<file path="config.mk">
export PLATFORM = sky130hd
export DESIGN_NAME = dmem_arbiter
export DESIGN_NICKNAME = d
export VERILOG_FILES = /design/src/rtl/riscv_pkg.sv /design/src/rtl/arb_pick2.sv /design/src/rtl/dmem_arbiter.sv
export SDC_FILE = /design/constraint.sdc
export NUM_CORES = 1
export LEC_CHECK = 0
export ABC_CLOCK_PERIOD_IN_PS = 2600
export CAP_MARGIN = 15
export CORE_AREA = 5 5 192 138
export DETAILED_ROUTE_END_ITERATION = 10
export DIE_AREA = 0 0 197 143
export PLACE_DENSITY = 0.53
export SLEW_MARGIN = 10
export SYNTH_ARGS = -nofsm -noshare
export SYNTH_HDL_FRONTEND = slang
export SYNTH_SLANG_ARGS = --single-unit
export TNS_END_PERCENT = 100
</file>
<file path="constraint.sdc">
create_clock -name clk -period 2.6 [get_ports clk]
set_input_delay 0.52 -clock clk [delete_from_list [all_inputs] [get_ports clk]]
set_output_delay 0.52 -clock clk [all_outputs]
set_load 0.01 [all_outputs]
</file>
<file path="src/rtl/riscv_pkg.sv">
// Shared types and default sizing for the data-memory arbiter.
// Holds the arbiter FSM state encoding and the default widths and timeout.
package riscv_pkg;

    localparam int DEFAULT_AW      = 32;
    localparam int DEFAULT_DW      = 32;
    localparam int DEFAULT_TIMEOUT = 15;

    typedef enum logic [1:0] {
        IDLE,
        ISSUE,
        WAIT,
        RESP
    } arb_state_t;

endpackage

</file>
<file path="src/rtl/arb_pick2.sv">
// Two-way winner selection between the fetch (I) and load/store (D) requesters.
// ARB_RR_EN selects round-robin on ptr; otherwise D has fixed priority.
module arb_pick2 (
    input  logic i_req,
    input  logic d_req,
    input  logic ptr,
    output logic sel_d
);

`ifdef ARB_RR_EN
    // ptr=0 favours D, ptr=1 favours I; only matters on a simultaneous request.
    assign sel_d = d_req && (!i_req || !ptr);
`else
    logic unused_ptr;
    assign unused_ptr = ptr;
    assign sel_d      = d_req;
`endif

endmodule

</file>
<file path="src/rtl/dmem_arbiter.sv">
// Arbitrates a fetch port and a load/store port onto one single-port memory,
// one transaction at a time, with a response timeout. Define ARB_RR_EN for round-robin.
module dmem_arbiter
    import riscv_pkg::*;
#(
    parameter int AW      = DEFAULT_AW,
    parameter int DW      = DEFAULT_DW,
    parameter int TIMEOUT = DEFAULT_TIMEOUT
) (
    input  logic            clk,
    input  logic            rst,
    input  logic            i_req,
    input  logic [AW-1:0]   i_addr,
    output logic            i_ack,
    output logic [DW-1:0]   i_rdata,
    output logic            i_err,
    input  logic            d_req,
    input  logic            d_we,
    input  logic [DW/8-1:0] d_be,
    input  logic [AW-1:0]   d_addr,
    input  logic [DW-1:0]   d_wdata,
    output logic            d_ack,
    output logic [DW-1:0]   d_rdata,
    output logic            d_err,
    output logic            mem_req,
    output logic            mem_we,
    output logic [DW/8-1:0] mem_be,
    output logic [AW-1:0]   mem_addr,
    output logic [DW-1:0]   mem_wdata,
    input  logic            mem_ack,
    input  logic [DW-1:0]   mem_rdata
);

    arb_state_t      state;
    arb_state_t      state_nxt;
    logic [7:0]      tmo_cnt;
    logic            tmo_hit;
    logic            grant;
    logic            sel_d;
    logic            ptr;

    logic            cmd_d;
    logic            cmd_we;
    logic [DW/8-1:0] cmd_be;
    logic [AW-1:0]   cmd_addr;
    logic [DW-1:0]   cmd_wdata;

    assign grant   = (state == IDLE) && (i_req || d_req);
    assign tmo_hit = (tmo_cnt == 8'(TIMEOUT - 1));

    arb_pick2 u_pick (
        .i_req (i_req),
        .d_req (d_req),
        .ptr   (ptr),
        .sel_d (sel_d)
    );

`ifdef ARB_RR_EN
    // After every grant, point at the requester that just lost the turn.
    always_ff @(posedge clk) begin
        if (rst) begin
            ptr <= 1'b0;
        end else if (grant) begin
            ptr <= sel_d;
        end
    end
`else
    assign ptr = 1'b0;
`endif

    // NOTE: every variable in this block gets a default first, so no latch can be inferred.
    always_comb begin
        state_nxt = state;
        mem_req   = 1'b0;
        i_ack     = 1'b0;
        d_ack     = 1'b0;
        case (state)
            IDLE:  if (i_req || d_req) state_nxt = ISSUE;
            ISSUE: begin
                mem_req   = 1'b1;
                state_nxt = WAIT;
            end
            WAIT:  if (mem_ack || tmo_hit) state_nxt = RESP;
            RESP: begin
                i_ack     = !cmd_d;
                d_ack     = cmd_d;
                state_nxt = IDLE;
            end
            default: state_nxt = IDLE;
        endcase
    end

    assign mem_we    = cmd_we;
    assign mem_be    = cmd_be;
    assign mem_addr  = cmd_addr;
    assign mem_wdata = cmd_wdata;

    // NOTE: sequential state uses non-blocking assignments so every register samples pre-edge values.
    always_ff @(posedge clk) begin
        if (rst) begin
            state     <= IDLE;
            tmo_cnt   <= '0;
            cmd_d     <= 1'b0;
            cmd_we    <= 1'b0;
            cmd_be    <= '0;
            cmd_addr  <= '0;
            cmd_wdata <= '0;
            i_rdata   <= '0;
            i_err     <= 1'b0;
            d_rdata   <= '0;
            d_err     <= 1'b0;
        end else begin
            state <= state_nxt;

            if (grant) begin
                cmd_d     <= sel_d;
                cmd_we    <= sel_d ? d_we    : 1'b0;
                cmd_be    <= sel_d ? d_be    : '1;
                cmd_addr  <= sel_d ? d_addr  : i_addr;
                cmd_wdata <= sel_d ? d_wdata : '0;
            end

            if (state == ISSUE) begin
                tmo_cnt <= '0;
            end else if (state == WAIT) begin
                tmo_cnt <= tmo_cnt + 8'd1;
            end

            // A real ack wins over a timeout landing in the same cycle.
            if (state == WAIT && (mem_ack || tmo_hit)) begin
                if (cmd_d) begin
                    if (mem_ack) begin
                        if (!cmd_we) d_rdata <= mem_rdata;
                        d_err <= 1'b0;
                    end else begin
                        d_rdata <= '0;
                        d_err   <= 1'b1;
                    end
                end else begin
                    i_rdata <= mem_ack ? mem_rdata : '0;
                    i_err   <= !mem_ack;
                end
            end
        end
    end

endmodule

</file>
==> flow_metrics.py, run 1 <==
metrics = {
    "synthesis": {
        "netlist_instances": 678,
        "synthFlopType": "dfxtp_1",
        "synthArstFlopShare_pct": 0,
        "synth_top_area_share_pct": 48.7,
        "synth-edff-count": 0,
        "synth_cell_type_count": 41,
        "syn_area_mm2": 0.00601,
        "synth-seq-cells": 146,
        "yosys.area.top_type": "dfxtp_1",
        "syn-num-nets": 823,
        "yosysWarnings": 0,
        "netlist_top_cells_area": "dfxtp_1, a21oi_1, mux2i_1",
        "seq_area_frac_synth_pct": 48.7,
        "synth_area_per_cell_um2": 8.86,
    },
    "grt": {
        "grt_overflow": 0,
        "track_usage_pct": 14.8,
        "grt_pass1_vias": 5665,
        "grt_max_degree": 70,
        "grt_pass1_wl_mm": 32.9,
        "antenna_found_initial": 0,
    },
    "cts": {
        "cts_root_buf": "clkbuf_16",
        "cts_max_level": 4,
        "cts_buffer_depth": 2,
        "clk_latency_ns": 0.43,
        "cts_tree": "done",
        "cts_hold_buf": 0,
        "clk_pin_slew_ns": 0.06,
        "ctsResizeCount": 0,
        "cts.sinks": 146,
        "cts_buffers": 17,
        "cts_setup_buffers": 0,
    },
    "pwr": {
        "pwr-share-clk_pct": 32.8,
        "irDropWorstVdd_v": 0.000586,
        "p_sw_mw": 2.64,
        "power_density_mw_per_mm2": 841,
        "switching_share_pct": 32.6,
        "p_leak_nw": 3.37,
        "pwr-share-seq_pct": 34.4,
        "power.total_mw": 8.09,
        "pwr-share-comb_pct": 32.8,
        "p_int_mw": 5.46,
    },
    "sta": {
        "relSlewSlack_pct": 57.1,
        "worst_pin_slew_ns": 0.643,
        "slew_viol_final": 0,
        "finClkSkew_ns": 0.0111,
        "period_minus_slack_ns": 2.27,
        "clock.fmax_mhz": 440,
        "setup_tns_ns": 0,
        "finalSetupViolCount": 0,
        "finalHoldViolCount": 0,
        "holdWs_ns": 0.409,
        "grt_setup_unrepaired": "no",
        "timing.final.crit_share_pct": 87.5,
    },
    "flow_run": {
        "cap_violations": 0,
    },
    "setup_path": {
        "critical_path_class": "flip-flop to primary output",
        "crit_required_ns": 2.08,
        "cp-start-kind": "flip-flop",
        "max_stage_delay_ns": 0.57,
        "cp_data_arrival_time_ns": 1.75,
        "crit_chain": "ha_1 > nor2b_1 > clkdlybuf4s50_1",
        "crit_buf_inv": 1,
        "reg2reg_setup_slack_ns": 0.69,
        "cpMaxStageDelayCell": "clkdlybuf4s50_1",
        "path_max_fanout": 4,
        "cpLargestDelayFamily": "buffers and inverters",
        "end_kind": "primary output",
    },
    "die": {
        "rows": 48,
        "coreArea_mm2": 0.0244,
        "initial_core_util_pct": 24.6,
        "die_w_um": 197,
        "die_y_um": 143,
        "fp.dieArea_mm2": 0.0282,
        "io_pins": 276,
    },
    "placement": {
        "place_congestion": 0.773,
        "io_buffer_count": 275,
        "dp_hpwl_mm": 15.1,
    },
    "detailed_routing": {
        "drtIter0Drc": 251,
        "drc": 0,
        "drt_pass1_iterations": 6,
        "wl_per_cell_um": 16.7,
        "ant_nets": 0,
        "routed_wl_mm": 21.1,
        "vias": 5633,
        "drt-vias-per-instance": 4.47,
    },
    "final_layout": {
        "n_antenna_cell": 0,
        "drive_above_1_share_pct": 8.66,
        "layout.nets": 1067,
        "syn2layout_area_growth_pct": 60.2,
    },
    "outcome": {
        "status": "finished clean",
    },
    "worst_hold_path": {
        "hp-class": "input pin to flip-flop",
    },
}
worst paths after layout:
path | from | to | depth (start not counted)
worst max-delay path | state[0] | i_ack | 3
worst min-delay path | d_req | cmd_d | 3
worst max register to register | state[0] | d_rdata[17] | 7
worst min register to register | mem_wdata[5] | mem_wdata[5] | 2
worst min-delay path: cells and delay by family:
kind | cells | cell delay [ns]
AND/OR/NAND/NOR | 1 | 0.06
AO/OA/AOI/OAI | 1 | 0.05
buffers and inverters | 1 | 0.15
layout by cell type, fill, tap and decap left out, types with 7 or more instances in the layout:
cell type / count
clkdlybuf4s50_1: 273
o21ai_1: 60
a211oi_1: 15
nand2_1: 71
a21oi_1: 101
buf_4: 11
nand3_1: 65
clkbuf_16: 17
nor2_1: 43
o21ai_0: 11
dfxtp_1: 146
ha_1: 7
mux2i_1: 33
a211oi_2: 20
cells in the mapped netlist (4+ instances only):
cell type and instances:
clkbuf_2 4, a211oi_1 15, a21oi_1 101, buf_1 4, clkbuf_1 27, buf_6 9, ha_1 7, a211oi_2 20
o21ai_1 60, o21ai_0 11, buf_2 17, nor2b_1 4, xor2_1 4, mux2i_1 33, nand3b_1 4, nor2_1 43
nand3_1 65, dfxtp_1 146, nand2_1 71
metal layers:
metal,track usage (%),wire [µm]
met5,0,0
met4,3.61,176
met3,5.59,1550
met2,21.8,9000
met1,20.4,10300
power groups by stage:
| stage | Combinational [mW] | Sequential, mW | Clock, mW |
|---|---|---|---|
| after global placement | 2.68 | 2.83 | 0 |
| after global routing | 2.92 | 2.83 | 2.84 |
| final | 2.66 | 2.78 | 2.65 |
| after detailed placement | 2.70 | 2.83 | 0 |
| after floorplan | 1.34 | 2.97 | 0 |
| after CTS | 2.70 | 2.79 | 2.75 |
registers in the layout, indices dropped and copies added, names as in the netlist:
register / count
d_err: 1
mem_wdata: 32
d_rdata: 32
i_err: 1
i_rdata: 32
mem_addr: 32
cmd_d: 1
mem_be: 4
state: 2
tmo_cnt: 8
mem_we: 1
per-stage QoR:
step	utilization [%]	cells	cell area (µm²)	worst slack (ns)
floorplan	-	678	6010	1.11
global placement	36.9	1228	8990	0.321
detailed placement	36.9	1228	8990	0.275
CTS	39.5	1260	9620	0.290
global route	39.5	1260	9620	0.222
finish	39.5	1260	9620	0.326
area by class of cell:
type,count,area (µm²)
Multi-Input combinational cell,464,2730
Clock buffer,18,429
Tap cell,325,407
Sequential cell,146,2920
Inverter,4,15.0
Fill cell,2484,14800
Timing Repair Buffer,289,2920
Clock inverter,14,199
cell families after synthesis:
family / synth area share [%]
AOI/OAI and AO/OA: 21.6
and+or+nand+nor: 16.1
DFF: 48.7
buffers and inverters: 6.00
muxes: 5.50
adders and majority gates: 1.46
xor gates and xnor gates: 0.729
(Power assumes the default switching activity.)
==> run 2: changes to the inputs <==
--- a/config.mk
+++ b/config.mk
@@ -11,6 +11,7 @@
 export DETAILED_ROUTE_END_ITERATION = 10
 export DIE_AREA = 0 0 197 143
 export PLACE_DENSITY = 0.53
+export SETUP_SLACK_MARGIN = 0.1
 export SLEW_MARGIN = 10
 export SYNTH_ARGS = -nofsm -noshare
 export SYNTH_HDL_FRONTEND = slang
==> results of run 2 <==
Final layout, timing and power as in run 1 (identical DEF).
==> run 3: changes to the inputs <==
--- a/config.mk
+++ b/config.mk
@@ -5,15 +5,16 @@
 export SDC_FILE = /design/constraint.sdc
 export NUM_CORES = 1
 export LEC_CHECK = 0
-export ABC_CLOCK_PERIOD_IN_PS = 2600
+export ABC_CLOCK_PERIOD_IN_PS = 2430
 export CAP_MARGIN = 15
-export CORE_AREA = 5 5 192 138
+export CORE_AREA = 5 5 190 137
 export DETAILED_ROUTE_END_ITERATION = 10
-export DIE_AREA = 0 0 197 143
+export DIE_AREA = 0 0 195 142
 export PLACE_DENSITY = 0.53
 export SETUP_SLACK_MARGIN = 0.1
 export SLEW_MARGIN = 10
 export SYNTH_ARGS = -nofsm -noshare
 export SYNTH_HDL_FRONTEND = slang
+export SYNTH_HIERARCHICAL = 1
 export SYNTH_SLANG_ARGS = --single-unit
 export TNS_END_PERCENT = 100
==> constraint.sdc (replaced) <==
create_clock -name clk -period 2.43 [get_ports clk]
set_input_delay 0.486 -clock clk [delete_from_list [all_inputs] [get_ports clk]]
set_output_delay 0.486 -clock clk [all_outputs]
set_load 0.01 [all_outputs]
==> run 3 against run 2 <==
Net effect: area after synthesis decreased by 1.8%; sequential share of layout area rose by 0.32 points; die area shrank 1.7%; hold slack improved by 0.0080 ns; clock power rose by 3%.
==> flow_metrics.py, run 3 <==
metrics = {
    "outcome": {
        "status": "finished clean",
    },
    "die": {
        "io_pins": 276,
        "initial_core_util_pct": 24.4,
        "die_y_um": 142,
        "fp.dieArea_mm2": 0.0277,
        "coreArea_mm2": 0.0241,
        "die_w_um": 195,
        "rows": 48,
    },
    "detailed_routing": {
        "wl_per_cell_um": 16.5,
        "drt-vias-per-instance": 4.51,
        "drc": 0,
        "routed_wl_mm": 20.9,
        "vias": 5700,
        "ant_nets": 0,
        "drtIter0Drc": 212,
        "drt_pass1_iterations": 4,
    },
    "cts": {
        "ctsResizeCount": 0,
        "cts_root_buf": "clkbuf_16",
        "cts_buffers": 17,
        "clk_pin_slew_ns": 0.06,
        "cts_buffer_depth": 2,
        "cts_max_level": 4,
        "cts_hold_buf": 0,
        "clk_latency_ns": 0.42,
        "cts_tree": "done",
        "cts.sinks": 146,
        "cts_setup_buffers": 0,
    },
    "pwr": {
        "power_density_mw_per_mm2": 874,
        "pwr-share-seq_pct": 35.4,
        "p_sw_mw": 2.64,
        "p_int_mw": 5.68,
        "p_leak_nw": 3.33,
        "switching_share_pct": 31.7,
        "pwr-share-comb_pct": 31.8,
        "pwr-share-clk_pct": 32.8,
        "irDropWorstVdd_v": 0.000483,
        "power.total_mw": 8.33,
    },
    "final_layout": {
        "layout_commonest_cell": "clkdlybuf4s50_1",
        "final-seq-area_mm2": 0.00292,
        "layout.nets": 1071,
        "nFillCells": 2515,
        "syn2layout_area_growth_pct": 61.5,
        "multi_input_area_mm2": 0.00263,
        "n_antenna_cell": 0,
        "final_cell_mix": "clkdlybuf4s50_1, dfxtp_1, a21oi_1, nand2_1, nand3_1",
        "drive_above_1_share_pct": 6.82,
        "fin_cells": 1264,
    },
    "sta": {
        "slew_viol_final": 0,
        "holdWs_ns": 0.417,
        "finalHoldViolCount": 0,
        "clock.fmax_mhz": 464,
        "relSlewSlack_pct": 36.4,
        "finClkSkew_ns": 0.00852,
        "grt_setup_unrepaired": "no",
        "worst_pin_slew_ns": 0.953,
        "finalSetupViolCount": 0,
        "timing.final.crit_share_pct": 88.7,
        "setup_tns_ns": 0,
        "period_minus_slack_ns": 2.16,
    },
    "setup_path": {
        "cp_data_arrival_time_ns": 1.67,
        "cp-startpoint": "state[1]",
        "cp-start-kind": "flip-flop",
        "path_max_fanout": 4,
        "crit_required_ns": 1.94,
        "end_kind": "primary output",
        "crit-reg2reg-launch": "tmo_cnt[0]",
        "critical_path_class": "flip-flop to primary output",
    },
    "synthesis": {
        "netlist_instances": 678,
        "syn-num-nets": 823,
        "synth_area_per_cell_um2": 8.70,
        "yosysWarnings": 6,
        "syn_area_mm2": 0.00590,
    },
    "placement": {
        "dpl.cell_count": 1232,
        "io_buffer_count": 275,
        "dp_hpwl_mm": 14.6,
        "place_congestion": 0.738,
    },
    "grt": {
        "grt_max_degree": 81,
        "grt_pass1_vias": 5719,
        "grt_overflow": 0,
        "grt_pass1_wl_mm": 32.7,
        "track_usage_pct": 14.7,
        "antenna_found_initial": 0,
    },
    "worst_hold_path": {
        "hp-class": "input pin to flip-flop",
        "hp-start": "d_req",
    },
    "flow_run": {
        "cap_violations": 0,
    },
}
## run 3: final cells by class
type,instances,area share (%)
clock buffer,20,4.80
clock inverter,12,1.62
inverter,4,0.158
multi-input combinational,464,27.6
sequential,146,30.7
tap,325,4.27
timing repair buffer,293,30.9
## run 3: final timing paths
path | endpoint | cells past startpoint | slack, ns
worst max-delay path | i_ack | 3 | 0.27
worst min-delay path | cmd_d | 3 | 0.42
worst max register to register | d_rdata[9] | 6 | 0.35
worst min register to register | mem_wdata[20] | 2 | 0.45
## run 3: worst max-delay path, stage by stage, from the launching register on
cell and delay [ns]:
dfxtp_1 0.39, ha_1 0.17, nor2b_1 0.12, clkdlybuf4s50_1 0.58
## run 3: through the flow
step | worst slack (ns) | cell area [µm²] | utilization, %
floorplan | 0.981 | 5900 | -
global placement | 0.111 | 8910 | 36.9
detailed placement | 0.0447 | 8910 | 36.9
CTS | 0.227 | 9520 | 39.4
global route | 0.136 | 9520 | 39.4
finish | 0.274 | 9520 | 39.4
## run 3: per-layer routing
layer / part of all wire [%] / global-route usage, %
met1: 46 / 19.3
met2: 46 / 23.0
met3: 6.7 / 5.32
met4: 1.3 / 4.37
met5: 0 / 0
## run 3: power groups by stage
stage / clock network (mW) / logic, mW / registers [mW]
2_1_floorplan: 0 / 1.24 / 3.14
3_3_place_gp: 0 / 2.68 / 2.99
3_5_place_dp: 0 / 2.68 / 3.00
4_1_cts: 2.83 / 2.69 / 2.96
5_1_grt: 2.93 / 2.89 / 3.00
6_report: 2.73 / 2.65 / 2.95
==> variant 1 (settings of run 3) <==
The option `ARB_RR_EN` is turned on by a define.
--- a/src/rtl/arb_pick2.sv
+++ b/src/rtl/arb_pick2.sv
@@ -2,2 +2,4 @@
 // ARB_RR_EN selects round-robin on ptr; otherwise D has fixed priority.
+`define ARB_RR_EN
+
 module arb_pick2 (
Function: changed (Yosys sat finds a counterexample within 10 cycles, from zero or initial values and one cycle with rst high).
==> variant 1 against run 3 <==
- clock skew increased by 0.0021 ns
- sequential cell count unchanged
- clock power decreased by 5%
- final area increased by 0.70%
- worst setup slack improved by 0.018 ns
- synthesized area about the same
- routed wire length increased by 3.2%
- highest routed layer is now met5
- total power increased by 0.42%
- combinational power increased by 6%
==> variant 1: results (changes against run 3) <==
* Met3 Use GR at 0.0655 (was 0.0532)
* Cells after DPL at 1237 (was 1232)
* Synth top cells by count: 146 x dfxtp_1, 100 x a21oi_1, 70 x nand2_1
* Met2 usage at 0.239 (was 0.230)
* Cts bufs inserted at 17 (unchanged)
* Hold Path Origin: mem_wdata[21] (was d_req)
* Clock Root Buffer: clkbuf_16 (unchanged)
* Vias in the first global route at 5883 (was 5719)
* Non-filler cells, final at 1269 (was 1264)
* Mux contribution to synthesized area at 0.0560
* Synth warn at 6 (unchanged)
* CTS Buffer Depth at 2 (unchanged)
* Sequential share of the synthesized area at 0.496
* Vias at 5734 (was 5700)
* Post-Syn Nets at 820 (was 823)
* Placed cell area at 9010 µm² (was 8910 µm²)
* Met3 wire length at 1920 µm (was 1410 µm)
* Dpl ws at 0.277 ns (was 0.0447 ns)
* LEAKAGE at 3.35 nW (was 3.33 nW)
* R2r startpoint: state[0] (was tmo_cnt[0])
* Post_cts resized at 0 (unchanged)
* Library cells used by synthesis at 41
* Number of port buffers at 275 (unchanged)
* Top Metal Used: met5 (was met4)
* Initial antenna violation count at 1 (was 0)
* Largest net degree at the start of global routing at 79 (was 81)
* DR iter-0 viols at 289 (was 212)
* Fraction of layout cells with a size suffix above 1 at 0.0784 (was 0.0682)
* Antenna cells at 0 (unchanged)
* Metal2 WL at 9430 µm (was 9530 µm)
* Tightest Hold Check Type: reg2reg (was in2reg)
* Global-route wire length before repair at 33600 µm (was 32700 µm)
* HPWL after DPL at 15700 µm (was 14600 µm)
* Compound-gate portion of the synthesized area at 0.203
* H-Tree Depth at 4 (unchanged)
* Largest cells by area after synthesis: dfxtp_1 50%, a21oi_1 8.5%, mux2i_1 5.6%, nand3_1 5.5%, o21ai_1 4.9%
* Status: complete, no violations (unchanged)
* Worst Max-Slew Pin Slew at 0.561 ns (was 0.953 ns)
* DRT met1 WL at 9940 µm (was 9660 µm)
* Met1 Usage GRT at 0.199 (was 0.193)
* Final wirelength at 21600 µm (was 20900 µm)
* CP startpoint: state[1] (unchanged)
* Gr usage total at 0.153 (was 0.147)
* Post-Synthesis Cells at 675 (was 678)
* Clk_skew at 0.0106 ns (was 0.00852 ns)
* RePlAce Congestion at 0.750 (was 0.738)
* Nets@finish at 1076 (was 1071)
* Adder-Cell Fraction of Synth Area at 0.0149
* Worst-path maximum fanout at 4 (unchanged)
* Postcts setup bufs at 0 (unchanged)
* Worst path arrival time at 1.65 ns (was 1.67 ns)
* Filler cell count in the final layout at 2472 (was 2515)
* Worst VDD drop at 553 µV (was 483 µV)
* Worst-skew pair later-pin latency at 0.42 ns (about the same)
[variant 1: critical path, stage by stage, from the launching register on]
cell	delay, ns
dfxtp_1	0.38
ha_1	0.18
nor2b_1	0.13
clkdlybuf4s50_1	0.55
[variant 1: power by group]
group,switching [mW],internal [mW]
sequential,0.221,2.76
clock,1.14,1.44
combinational,1.47,1.33
[variant 1: final cells by class]
class | instances | area [µm²] | share of cell area
Clock buffer | 17 | 425 | 0.0444
Timing Repair Buffer | 300 | 3030 | 0.316
Clock inverter | 15 | 149 | 0.0155
Inverter | 4 | 15.0 | 0.00157
Tap cell | 325 | 407 | 0.0424
Multi-Input combinational cell | 462 | 2650 | 0.276
Sequential cell | 146 | 2920 | 0.305
[variant 1: path summary, 6_finish.rpt]
check,to,slack [ns],cells after the start
worst max-delay path,i_ack,0.29,3
worst min register to register,mem_wdata[21],0.45,2
worst max register to register,tmo_cnt[7],0.55,5
worst min-delay path,mem_wdata[21],0.45,2
==> variant 2 (flow settings as in run 3) <==
Made on the original files. Put one more register stage on the output `d_err`, without a reset. The value now appears one clock later. The other outputs are not delayed to match.
--- a/src/rtl/dmem_arbiter.sv
+++ b/src/rtl/dmem_arbiter.sv
@@ -32,2 +32,4 @@
 );
+
+    logic d_err_s0;
 
@@ -110,3 +112,3 @@
             d_rdata   <= '0;
-            d_err     <= 1'b0;
+            d_err_s0  <= 1'b0;
         end else begin
@@ -133,6 +135,6 @@
                         if (!cmd_we) d_rdata <= mem_rdata;
-                        d_err <= 1'b0;
+                        d_err_s0 <= 1'b0;
                     end else begin
                         d_rdata <= '0;
-                        d_err   <= 1'b1;
+                        d_err_s0 <= 1'b1;
                     end
@@ -146,2 +148,6 @@
 
+    always_ff @(posedge clk) begin
+        d_err <= d_err_s0;
+    end
+
 endmodule
Function: same outputs for any inputs over 4 cycles, from zero or initial values and one cycle with rst high; that may be too few to reach the edited logic, so the function may still have changed.
==> variant 2 against run 3 <==
- sequential cell count increased by 1
- total power grew 0.86%
- fmax down 1.3%
- synthesized area is 0.34% higher
- final area rose by 0.16%
- worst setup slack worse by 0.029 ns
- clock power is 3% higher
- routed wire length is 1.0% higher
- largest power group unchanged
- highest routed layer is now met5
==> variant 2: results (changes against run 3) <==
* Post-Syn Nets at 824 (was 823)
* Nets@finish at 1071 (unchanged)
* Largest net degree at the start of global routing at 92 (was 81)
* HPWL after DPL at 14600 µm (about the same)
* Hold endpoint: d_err (was cmd_d)
* CTS Buffer Depth at 2 (unchanged)
* H-Tree Depth at 4 (unchanged)
* Gr usage total at 0.147 (about the same)
* Switching Share at 0.314 (was 0.317)
* Global-route wire length before repair at 32600 µm (was 32700 µm)
* Worst VDD drop at 616 µV (was 483 µV)
* Cts bufs inserted at 17 (unchanged)
* CP max stage delay at 0.58 ns (about the same)
* Post_cts resized at 0 (unchanged)
* Cell count of the worst reg-to-reg path at 6 (unchanged)
* Worst-path maximum fanout at 4 (unchanged)
* LEAKAGE at 3.33 nW (about the same)
* Clock Root Buffer: clkbuf_16 (unchanged)
* Total iterations of the first detailed-routing run at 4 (unchanged)
* DR iter-0 viols at 178 (was 212)
* Reg-to-reg endpoint: state[0] (was d_rdata[9])
* Worst path arrival time at 1.70 ns (was 1.67 ns)
* WL per Instance at 16.7 µm (was 16.5 µm)
* Worst-skew pair later-pin latency at 0.42 ns (about the same)
* RePlAce Congestion at 0.746 (was 0.738)
* Delay-heaviest family, CP: buffers and inverters (unchanged)
* Postcts setup bufs at 0 (unchanged)
* Vias at 5637 (was 5700)
* Antenna cells at 0 (unchanged)
* Number of port buffers at 275 (unchanged)
* Clk pin slew, worst setup/hold paths at 0.06 ns (about the same)
* Hold Path Origin: d_err_s0 (was d_req)
* Fraction of layout cells with a size suffix above 1 at 0.0660 (was 0.0682)
* R2r setup slk at 0.26 ns (was 0.35 ns)
* Hold Path Depth at 0 (was 3)
* Clk_skew at 0.0120 ns (was 0.00852 ns)
* Initial antenna violation count at 1 (was 0)
* Status: complete, no violations (unchanged)
* Synth warn at 6 (unchanged)
* Worst Max-Slew Pin Slew at 0.965 ns (was 0.953 ns)
* Tightest Hold Check Type: reg2reg (was in2reg)
* CP max-delay cell: clkdlybuf4s50_1 (unchanged)
* R2r startpoint: tmo_cnt[0] (unchanged)
-- variant 2: worst max-delay path by stage --
stage | from | end | slack [ns] | depth (start not counted)
floorplan | tmo_cnt[0] | d_rdata[21] | 0.98 | 7
finish | state[0] | i_ack | 0.24 | 3
global placement | mem_ack | state[0] | 0.16 | 4
global route | tmo_cnt[0] | state[0] | 0.11 | 6
CTS | state[0] | i_ack | 0.23 | 3
detailed placement | mem_ack | state[0] | 0.15 | 4
-- variant 2: metal layers --
| layer | up-vias | part of all wire | routed length [µm] | track usage |
|---|---|---|---|---|
| li1 | 2869 | - | - | - |
| met1 | 2609 | 0.47 | 10000 | 0.198 |
| met2 | 144 | 0.45 | 9550 | 0.229 |
| met3 | 13 | 0.064 | 1350 | 0.0518 |
| met5 | - | 0.00052 | 11 | 0 |
| met4 | 2 | 0.0076 | 161 | 0.0331 |
-- variant 2: layout make-up --
cell class | count | area (µm²)
Tap cell | 325 | 407
Clock inverter | 12 | 179
Clock buffer | 20 | 447
Inverter | 4 | 15.0
Fill cell | 2483 | 14600
Sequential cell | 147 | 2940
Timing Repair Buffer | 292 | 2920
Multi-Input combinational cell | 464 | 2630
-- variant 2: power groups by stage --
stage | clock (mW) | combinational, mW | sequential (mW)
2_1_floorplan | 0 | 1.24 | 3.16
3_3_place_gp | 0 | 2.67 | 3.01
3_5_place_dp | 0 | 2.66 | 3.02
4_1_cts | 2.91 | 2.68 | 2.97
5_1_grt | 3.01 | 2.88 | 3.01
6_report | 2.80 | 2.63 | 2.97
-- variant 2: worst register-to-register path, stage by stage (launching register included) --
cell,delay [ns]
dfxtp_1,0.40
inv_1,0.06
ha_1,0.21
and4b_4,0.21
a21oi_4,0.76
a22oi_2,0.22
o21a_1,0.21
-- variant 2: through the flow --
step / instance area [µm²] / hold WS [ns] / instances / total power [mW] / setup WS, ns
after floorplan: 5920 / 0.331 / 679 / 4.40 / 0.981
after global placement: 8910 / 0.376 / 1232 / 5.68 / 0.159
after detailed placement: 8910 / 0.383 / 1232 / 5.68 / 0.155
after CTS: 9540 / 0.391 / 1264 / 8.56 / 0.226
after global routing: 9540 / 0.402 / 1264 / 8.91 / 0.112
final: 9540 / 0.394 / 1264 / 8.40 / 0.244
